--- config.mk ---
export PLATFORM = sky130hd
export DESIGN_NAME = multicycle_controller_flat
export DESIGN_NICKNAME = d
export VERILOG_FILES = /design/src/rtl/multicycle_controller_if.sv /design/src/rtl/multicycle_controller.sv /design/src/flat_wrapper.sv
export SDC_FILE = /design/constraint.sdc
export NUM_CORES = 1
export LEC_CHECK = 0
export CAP_MARGIN = 20
export CORE_UTILIZATION = 40
export CTS_CLUSTER_SIZE = 30
export DETAILED_ROUTE_END_ITERATION = 8
export GPL_ROUTABILITY_DRIVEN = 0
export PLACE_DENSITY = 0.74
export SLEW_MARGIN = 20
export SYNTH_ARGS = -nofsm -noshare
export SYNTH_HDL_FRONTEND = slang
export SYNTH_SLANG_ARGS = --single-unit
--- constraint.sdc ---
create_clock -name clk -period 5.16 [get_ports clk]
set_clock_uncertainty 0.15 [all_clocks]
set_input_delay 1.548 -clock clk [delete_from_list [all_inputs] [get_ports clk]]
set_output_delay 1.548 -clock clk [all_outputs]
set_load 0.02 [all_outputs]
--- src/rtl/multicycle_controller_if.sv ---
// Instruction/status bus between the datapath and the multicycle control FSM.
// The controller takes the slave side; the datapath (or bench) takes the master side.
interface multicycle_controller_if;
    logic [6:0] op;
    logic [2:0] funct3;
    logic       funct7b5;
    logic       Zero;
    logic       mem_ready;

    logic       PCWrite;
    logic       AdrSrc;
    logic       MemWrite;
    logic       IRWrite;
    logic       RegWrite;
    logic [1:0] ResultSrc;
    logic [1:0] ALUSrcA;
    logic [1:0] ALUSrcB;
    logic [1:0] ImmSrc;
    logic [2:0] ALUControl;
    logic [3:0] state;
    logic       illegal;
    logic       mem_timeout;

    modport master (
        output op, funct3, funct7b5, Zero, mem_ready,
        input  PCWrite, AdrSrc, MemWrite, IRWrite, RegWrite,
        input  ResultSrc, ALUSrcA, ALUSrcB, ImmSrc, ALUControl,
        input  state, illegal, mem_timeout
    );

    modport slave (
        input  op, funct3, funct7b5, Zero, mem_ready,
        output PCWrite, AdrSrc, MemWrite, IRWrite, RegWrite,
        output ResultSrc, ALUSrcA, ALUSrcB, ImmSrc, ALUControl,
        output state, illegal, mem_timeout
    );
endinterface

--- src/rtl/multicycle_controller.sv ---
// Multicycle RV32 subset control unit: Moore FSM, ALU decoder, immediate select,
// and a sticky memory-stall watchdog.
module multicycle_controller #(
    parameter int unsigned WAIT_MAX = 15
) (
    input  logic                    clk,
    input  logic                    rst_n,
    multicycle_controller_if.slave  bus
);

    typedef enum logic [3:0] {
        S_FETCH    = 4'd0,
        S_DECODE   = 4'd1,
        S_MEMADR   = 4'd2,
        S_MEMREAD  = 4'd3,
        S_MEMWB    = 4'd4,
        S_MEMWRITE = 4'd5,
        S_EXECUTER = 4'd6,
        S_ALUWB    = 4'd7,
        S_EXECUTEI = 4'd8,
        S_JAL      = 4'd9,
        S_BEQ      = 4'd10,
        S_TRAP     = 4'd11
    } state_e;

    localparam logic [6:0] OP_LW  = 7'b0000011;
    localparam logic [6:0] OP_SW  = 7'b0100011;
    localparam logic [6:0] OP_R   = 7'b0110011;
    localparam logic [6:0] OP_I   = 7'b0010011;
    localparam logic [6:0] OP_JAL = 7'b1101111;
    localparam logic [6:0] OP_BEQ = 7'b1100011;

    localparam logic [2:0] ALU_ADD = 3'b000;
    localparam logic [2:0] ALU_SUB = 3'b001;
    localparam logic [2:0] ALU_AND = 3'b010;
    localparam logic [2:0] ALU_OR  = 3'b011;
    localparam logic [2:0] ALU_SLT = 3'b101;

    localparam int unsigned     CW      = (WAIT_MAX == 0) ? 1 : $clog2(WAIT_MAX + 1);
    localparam logic [CW-1:0]   CNT_MAX = CW'(WAIT_MAX);
    localparam bit              TO_EN   = (WAIT_MAX != 0);

    state_e          state_q, state_d;
    logic [CW-1:0]   stall_cnt_q, stall_cnt_d;
    logic            timeout_q, timeout_d;

    logic            pc_update;
    logic            branch;
    logic [1:0]      alu_op;
    logic            stall;

    // State register and stall watchdog
    always_ff @(posedge clk) begin
        if (!rst_n) begin
            state_q     <= S_FETCH;
            stall_cnt_q <= '0;
            timeout_q   <= 1'b0;
        end else begin
            state_q     <= state_d;
            stall_cnt_q <= stall_cnt_d;
            timeout_q   <= timeout_d;
        end
    end

    // Next-state logic
    always_comb begin
        state_d = state_q;
        case (state_q)
            S_FETCH:    if (bus.mem_ready) state_d = S_DECODE;
            S_DECODE: begin
                case (bus.op)
                    OP_LW, OP_SW: state_d = S_MEMADR;
                    OP_R:         state_d = S_EXECUTER;
                    OP_I:         state_d = S_EXECUTEI;
                    OP_JAL:       state_d = S_JAL;
                    OP_BEQ:       state_d = S_BEQ;
                    default:      state_d = S_TRAP;
                endcase
            end
            S_MEMADR:   state_d = (bus.op == OP_SW) ? S_MEMWRITE : S_MEMREAD;
            S_MEMREAD:  if (bus.mem_ready) state_d = S_MEMWB;
            S_MEMWRITE: if (bus.mem_ready) state_d = S_FETCH;
            S_MEMWB:    state_d = S_FETCH;
            S_BEQ:      state_d = S_FETCH;
            S_ALUWB:    state_d = S_FETCH;
            S_EXECUTER: state_d = S_ALUWB;
            S_EXECUTEI: state_d = S_ALUWB;
            S_JAL:      state_d = S_ALUWB;
            S_TRAP:     state_d = S_TRAP;
            default:    state_d = S_FETCH;
        endcase
    end

    // Moore outputs; FETCH qualifies its strobes with mem_ready so a stall holds them low
    always_comb begin
        pc_update     = 1'b0;
        branch        = 1'b0;
        alu_op        = 2'b00;
        bus.AdrSrc    = 1'b0;
        bus.MemWrite  = 1'b0;
        bus.IRWrite   = 1'b0;
        bus.RegWrite  = 1'b0;
        bus.ResultSrc = 2'b00;
        bus.ALUSrcA   = 2'b00;
        bus.ALUSrcB   = 2'b00;
        bus.illegal   = 1'b0;
        case (state_q)
            S_FETCH: begin
                bus.IRWrite   = bus.mem_ready;
                pc_update     = bus.mem_ready;
                bus.ALUSrcB   = 2'b10;
                bus.ResultSrc = 2'b10;
            end
            S_DECODE: begin
                bus.ALUSrcA = 2'b01;
                bus.ALUSrcB = 2'b01;
            end
            S_MEMADR: begin
                bus.ALUSrcA = 2'b10;
                bus.ALUSrcB = 2'b01;
            end
            S_MEMREAD:  bus.AdrSrc = 1'b1;
            S_MEMWRITE: begin
                bus.AdrSrc   = 1'b1;
                bus.MemWrite = 1'b1;
            end
            S_MEMWB: begin
                bus.ResultSrc = 2'b01;
                bus.RegWrite  = 1'b1;
            end
            S_EXECUTER: begin
                bus.ALUSrcA = 2'b10;
                alu_op      = 2'b10;
            end
            S_EXECUTEI: begin
                bus.ALUSrcA = 2'b10;
                bus.ALUSrcB = 2'b01;
                alu_op      = 2'b10;
            end
            S_ALUWB:    bus.RegWrite = 1'b1;
            S_JAL: begin
                bus.ALUSrcA = 2'b01;
                bus.ALUSrcB = 2'b10;
                pc_update   = 1'b1;
            end
            S_BEQ: begin
                bus.ALUSrcA = 2'b10;
                alu_op      = 2'b01;
                branch      = 1'b1;
            end
            S_TRAP:     bus.illegal = 1'b1;
            default: ;
        endcase
    end

    assign bus.PCWrite = pc_update | (branch & bus.Zero);

    // ALU decoder; op[5] separates R-type SUB from I-type ADDI with bit 30 set
    always_comb begin
        bus.ALUControl = ALU_ADD;
        case (alu_op)
            2'b01: bus.ALUControl = ALU_SUB;
            2'b10: begin
                case (bus.funct3)
                    3'b000:  bus.ALUControl = (bus.op[5] & bus.funct7b5) ? ALU_SUB : ALU_ADD;
                    3'b010:  bus.ALUControl = ALU_SLT;
                    3'b110:  bus.ALUControl = ALU_OR;
                    3'b111:  bus.ALUControl = ALU_AND;
                    default: bus.ALUControl = ALU_ADD;
                endcase
            end
            default: bus.ALUControl = ALU_ADD;
        endcase
    end

    always_comb begin
        case (bus.op)
            OP_SW:   bus.ImmSrc = 2'b01;
            OP_BEQ:  bus.ImmSrc = 2'b10;
            OP_JAL:  bus.ImmSrc = 2'b11;
            default: bus.ImmSrc = 2'b00;
        endcase
    end

    // Stall watchdog: completion on the reaching cycle is not a stall, so it never trips
    assign stall = ((state_q == S_FETCH) || (state_q == S_MEMREAD) || (state_q == S_MEMWRITE))
                   && !bus.mem_ready;

    always_comb begin
        stall_cnt_d = '0;
        if (stall)
            stall_cnt_d = (stall_cnt_q == CNT_MAX) ? stall_cnt_q : stall_cnt_q + CW'(1);
        timeout_d = timeout_q | (TO_EN && stall && (stall_cnt_d == CNT_MAX));
    end

    assign bus.state       = state_q;
    assign bus.mem_timeout = timeout_q;

endmodule
--- src/flat_wrapper.sv ---
// flat-port wrapper written by rule: the top's interface ports become plain ports
module multicycle_controller_flat 
#(
    parameter int unsigned WAIT_MAX = 15
)
  (clk, rst_n, bus_op, bus_funct3, bus_funct7b5, bus_Zero, bus_mem_ready, bus_PCWrite, bus_AdrSrc, bus_MemWrite, bus_IRWrite, bus_RegWrite, bus_ResultSrc, bus_ALUSrcA, bus_ALUSrcB, bus_ImmSrc, bus_ALUControl, bus_state, bus_illegal, bus_mem_timeout);
  multicycle_controller_if bus_i ();
  input  logic clk;
  input  logic rst_n;
  input wire logic [$bits(bus_i.op)-1:0] bus_op;
  input wire logic [$bits(bus_i.funct3)-1:0] bus_funct3;
  input wire logic [$bits(bus_i.funct7b5)-1:0] bus_funct7b5;
  input wire logic [$bits(bus_i.Zero)-1:0] bus_Zero;
  input wire logic [$bits(bus_i.mem_ready)-1:0] bus_mem_ready;
  output wire logic [$bits(bus_i.PCWrite)-1:0] bus_PCWrite;
  output wire logic [$bits(bus_i.AdrSrc)-1:0] bus_AdrSrc;
  output wire logic [$bits(bus_i.MemWrite)-1:0] bus_MemWrite;
  output wire logic [$bits(bus_i.IRWrite)-1:0] bus_IRWrite;
  output wire logic [$bits(bus_i.RegWrite)-1:0] bus_RegWrite;
  output wire logic [$bits(bus_i.ResultSrc)-1:0] bus_ResultSrc;
  output wire logic [$bits(bus_i.ALUSrcA)-1:0] bus_ALUSrcA;
  output wire logic [$bits(bus_i.ALUSrcB)-1:0] bus_ALUSrcB;
  output wire logic [$bits(bus_i.ImmSrc)-1:0] bus_ImmSrc;
  output wire logic [$bits(bus_i.ALUControl)-1:0] bus_ALUControl;
  output wire logic [$bits(bus_i.state)-1:0] bus_state;
  output wire logic [$bits(bus_i.illegal)-1:0] bus_illegal;
  output wire logic [$bits(bus_i.mem_timeout)-1:0] bus_mem_timeout;
  assign bus_i.op = bus_op;
  assign bus_i.funct3 = bus_funct3;
  assign bus_i.funct7b5 = bus_funct7b5;
  assign bus_i.Zero = bus_Zero;
  assign bus_i.mem_ready = bus_mem_ready;
  assign bus_PCWrite = bus_i.PCWrite;
  assign bus_AdrSrc = bus_i.AdrSrc;
  assign bus_MemWrite = bus_i.MemWrite;
  assign bus_IRWrite = bus_i.IRWrite;
  assign bus_RegWrite = bus_i.RegWrite;
  assign bus_ResultSrc = bus_i.ResultSrc;
  assign bus_ALUSrcA = bus_i.ALUSrcA;
  assign bus_ALUSrcB = bus_i.ALUSrcB;
  assign bus_ImmSrc = bus_i.ImmSrc;
  assign bus_ALUControl = bus_i.ALUControl;
  assign bus_state = bus_i.state;
  assign bus_illegal = bus_i.illegal;
  assign bus_mem_timeout = bus_i.mem_timeout;
  multicycle_controller #(.WAIT_MAX(WAIT_MAX)) u_core (.clk(clk), .rst_n(rst_n), .bus(bus_i));
endmodule
==> flow_metrics.env <==
export IMPL_track_usage_pct=21.2
export IMPL_drtAntennaViolNets=0
export IMPL_firstDrtPassIters=4
export IMPL_fp_dieArea_mm2=0.00257
export IMPL_rsz0062_at_grt="false"
export IMPL_share_comb_of_total_power_pct=67.4
export IMPL_power_frac_seq_pct=23.6
export IMPL_critical_path_top_delay_family="buffers and inverters"
export IMPL_crit_buf_inv=2
export IMPL_setup_viol_count_final=0
export IMPL_insertedDiodeCount=0
export IMPL_std_cell_rows=17
export IMPL_detail_route_vias_per_cell=5.79
export IMPL_synthMuxAreaShare_pct=2.11
export IMPL_clock_power_share_pct=8.9
export IMPL_maxSlewViolCount=0
export IMPL_hold_path_class="register to register"
export IMPL_buffer_depth_of_the_longest_clock_path=2
export IMPL_power_ir_vdd_worst_uv=350
export IMPL_hpwlAfterDp_um=1820
export IMPL_routedWlPerCell_um=13.9
export IMPL_die_width_um=50.7
export IMPL_switching_fraction_pct=48.9
export IMPL_cpMostUsedCell="sky130_fd_sc_hd__clkdlybuf4s50_1"
export IMPL_cts_buffers_inserted=3
export IMPL_maxClockFrequency_ghz=0.205
export IMPL_final_tns_setup_ns=0
export IMPL_synth_edf_count=0
export IMPL_drive_above_1_share_pct=6.49
export IMPL_worstSetupPathType="input port to primary output"
export IMPL_worst_path_max_stage_delay_ns=0.61
export IMPL_top_level_ports=37
export IMPL_p_sw_uw=310
export IMPL_synth_ff_latch_count=9
export IMPL_syn_to_final_growth_pct=38.4
export IMPL_cts_resized_gates=0
export IMPL_fin_total_pwr_uw=635
export IMPL_synth_top_family_by_area="simple AND/OR/NAND/NOR gates"
export IMPL_internal_power_uw=325
export IMPL_die_h_um=50.7
export IMPL_timing_slew_headroom_pct=49.7
export IMPL_final_hold_viol_count=0
export IMPL_initial_core_util_pct=42.5
export IMPL_synth_adder_area_share_pct=3.96
export IMPL_global_route_wire_length_before_repair_um=4180
export IMPL_start_kind="input port"
export IMPL_final_cycle_share_pct=94.3
export IMPL_period_minus_slack_ns=4.87
export IMPL_cts_post_setup_buffers_inserted=0
export IMPL_global_route_overflow_total=0
export IMPL_yosys_most_used_dff="sky130_fd_sc_hd__dfxtp_1"
export IMPL_synthDistinctLibCells=51
export IMPL_design_final_nets=173
export IMPL_synth_compound_area_share_pct=28.5
export IMPL_cap_violations=0
export IMPL_initialDrtViolationCount=21
export IMPL_timing_critical_path_required_ns=3.46
export IMPL_yosys_warnings=0
export IMPL_most_common_cell_after_layout_fill_and_taps_aside="sky130_fd_sc_hd__clkdlybuf4s50_1"
export IMPL_yosysSeqAreaShare_pct=19.0
export IMPL_htreeDepth=1
export IMPL_core_ar_mm2=0.00223
export IMPL_cp_cell_sequence="clkdlybuf4s50_1 > or3_1 > a21oi_1 > clkdlybuf4s50_1"
export IMPL_worstSetupEndpointType="primary output"
export IMPL_worst_slew_pin_transition_ns=0.753
export IMPL_power_density_mw_per_mm2=484
export IMPL_cts_sink_count=9
export IMPL_syn_area_per_cell_um2=7.84
export IMPL_clk_insertion_delay_late_ns=0.27
export IMPL_clockRootBuffer="sky130_fd_sc_hd__clkbuf_4"
export IMPL_path_max_fanout=4
export IMPL_async_flop_share_pct=0
export IMPL_yosys_area_share_simple_pct=32.2
export IMPL_most_common_layout_cells="sky130_fd_sc_hd__clkdlybuf4s50_1, sky130_fd_sc_hd__nor2_1, sky130_fd_sc_hd__dfxtp_1"
export IMPL_vias=1054
export IMPL_synth_net_count=139
export IMPL_cts_tree="built"
export IMPL_timing_critical_path_arrival_ns=3.17
export IMPL_first_global_vias=936
export IMPL_antenna_found_initial=0
export IMPL_grt_start_max_net_pins=22
export IMPL_drc=0
export IMPL_mappedNetlistArea_um2=948
export IMPL_postSynthCellCount=121
export IMPL_hold_buffers=0
export IMPL_area_share_of_xor_xnor_cells_in_the_synthesized_design_pct=4.62
export IMPL_worst_path_max_delay_cell="sky130_fd_sc_hd__clkdlybuf4s50_1"
export IMPL_place_port_buffers=36
export IMPL_total_leakage_power_nw=0.484
export IMPL_clkTransAtPathRegs_ns=0.07
export IMPL_outcome="finished, final reports clean"
export IMPL_finalWirelength_um=2540
[synthesized netlist by cell type, types with 4 or more instances]
cell / number / area (µm²)
sky130_fd_sc_hd__nand2b_1: 4 / 25.0
sky130_fd_sc_hd__nand3_1: 4 / 20.0
sky130_fd_sc_hd__nor3b_1: 4 / 30.0
sky130_fd_sc_hd__nand2_1: 8 / 30.0
sky130_fd_sc_hd__buf_4: 4 / 30.0
sky130_fd_sc_hd__dfxtp_1: 9 / 180
sky130_fd_sc_hd__a21oi_1: 4 / 20.0
sky130_fd_sc_hd__inv_1: 5 / 18.8
sky130_fd_sc_hd__nor2_1: 17 / 63.8
[through the flow]
| stage | std cells | worst slack (ns) | hold WS [ns] | cell area (µm²) | utilization, % |
|---|---|---|---|---|---|
| after global placement | 178 | 0.315 | 0.299 | 1290 | 57.6 |
| after CTS | 182 | 0.287 | 0.352 | 1310 | 58.8 |
| after detailed placement | 178 | 0.301 | 0.308 | 1290 | 57.6 |
| after global routing | 182 | 0.192 | 0.382 | 1310 | 58.8 |
| after floorplan | 121 | 1.05 | 0.338 | 948 | - |
| final | 182 | 0.292 | 0.348 | 1310 | 58.8 |
[final timing paths]
path / startpoint / to / slack (ns) / depth (start not counted)
setup reg to reg: u_core.bus.state[2] / u_core.bus.mem_timeout / 3.05 / 4
setup / recovery: bus_op[2] / bus_ImmSrc[0] / 0.29 / 4
hold reg to reg: u_core.bus.mem_timeout / u_core.bus.mem_timeout / 0.35 / 1
hold / removal: u_core.bus.mem_timeout / u_core.bus.mem_timeout / 0.35 / 1
[area by class of cell]
class / instances / area [µm²]
Fill cell: 222 / 921
Sequential cell: 9 / 180
Timing Repair Buffer: 37 / 368
Inverter: 7 / 26.3
Tap cell: 28 / 35.0
Clock buffer: 4 / 26.3
Multi-Input combinational cell: 97 / 677
[power by group through the flow]
stage / sequential [mW] / combinational, mW / clock, mW
2_1_floorplan: 0.112 / 0.321 / 0
3_3_place_gp: 0.148 / 0.421 / 0
3_5_place_dp: 0.150 / 0.425 / 0
4_1_cts: 0.150 / 0.429 / 0.0568
5_1_grt: 0.156 / 0.462 / 0.0612
6_report: 0.150 / 0.428 / 0.0568
[routing by layer]
| metal | global-route usage, % | vias up | wire [µm] |
|---|---|---|---|
| met5 | 0 | - | 0 |
| met4 | 2.78 | 0 | 16 |
| met3 | 4.85 | 2 | 184 |
| met2 | 40.2 | 46 | 1280 |
| met1 | 24.3 | 487 | 1060 |
| li1 | - | 519 | - |
[cells by family (layout without fill, tap and decap cells)]
| logic type | Yosys count | count (layout) |
|---|---|---|
| AOI/OAI and AO/OA | 33 | 33 |
| xor gates and xnor gates | 5 | 5 |
| adders and majority gates | 3 | 3 |
| buffers and inverters | 15 | 48 |
| DFF | 9 | 9 |
| muxes | 2 | 2 |
| and+or+nand+nor | 54 | 54 |
[worst register-to-register path, stage by stage (launching register included)]
cell and delay (ns):
sky130_fd_sc_hd__dfxtp_1 0.81, sky130_fd_sc_hd__xor2_1 0.24, sky130_fd_sc_hd__o2111ai_1 0.48, sky130_fd_sc_hd__a211oi_2 0.09, sky130_fd_sc_hd__a32o_1 0.24
[flip-flops by register name (all words and copies together), names as in the netlist]
register,cells
u_core.bus.mem_timeout,1
u_core.stall_cnt_q,4
u_core.bus.state,4
No activity file was read; power rests on OpenSTA's default activity.
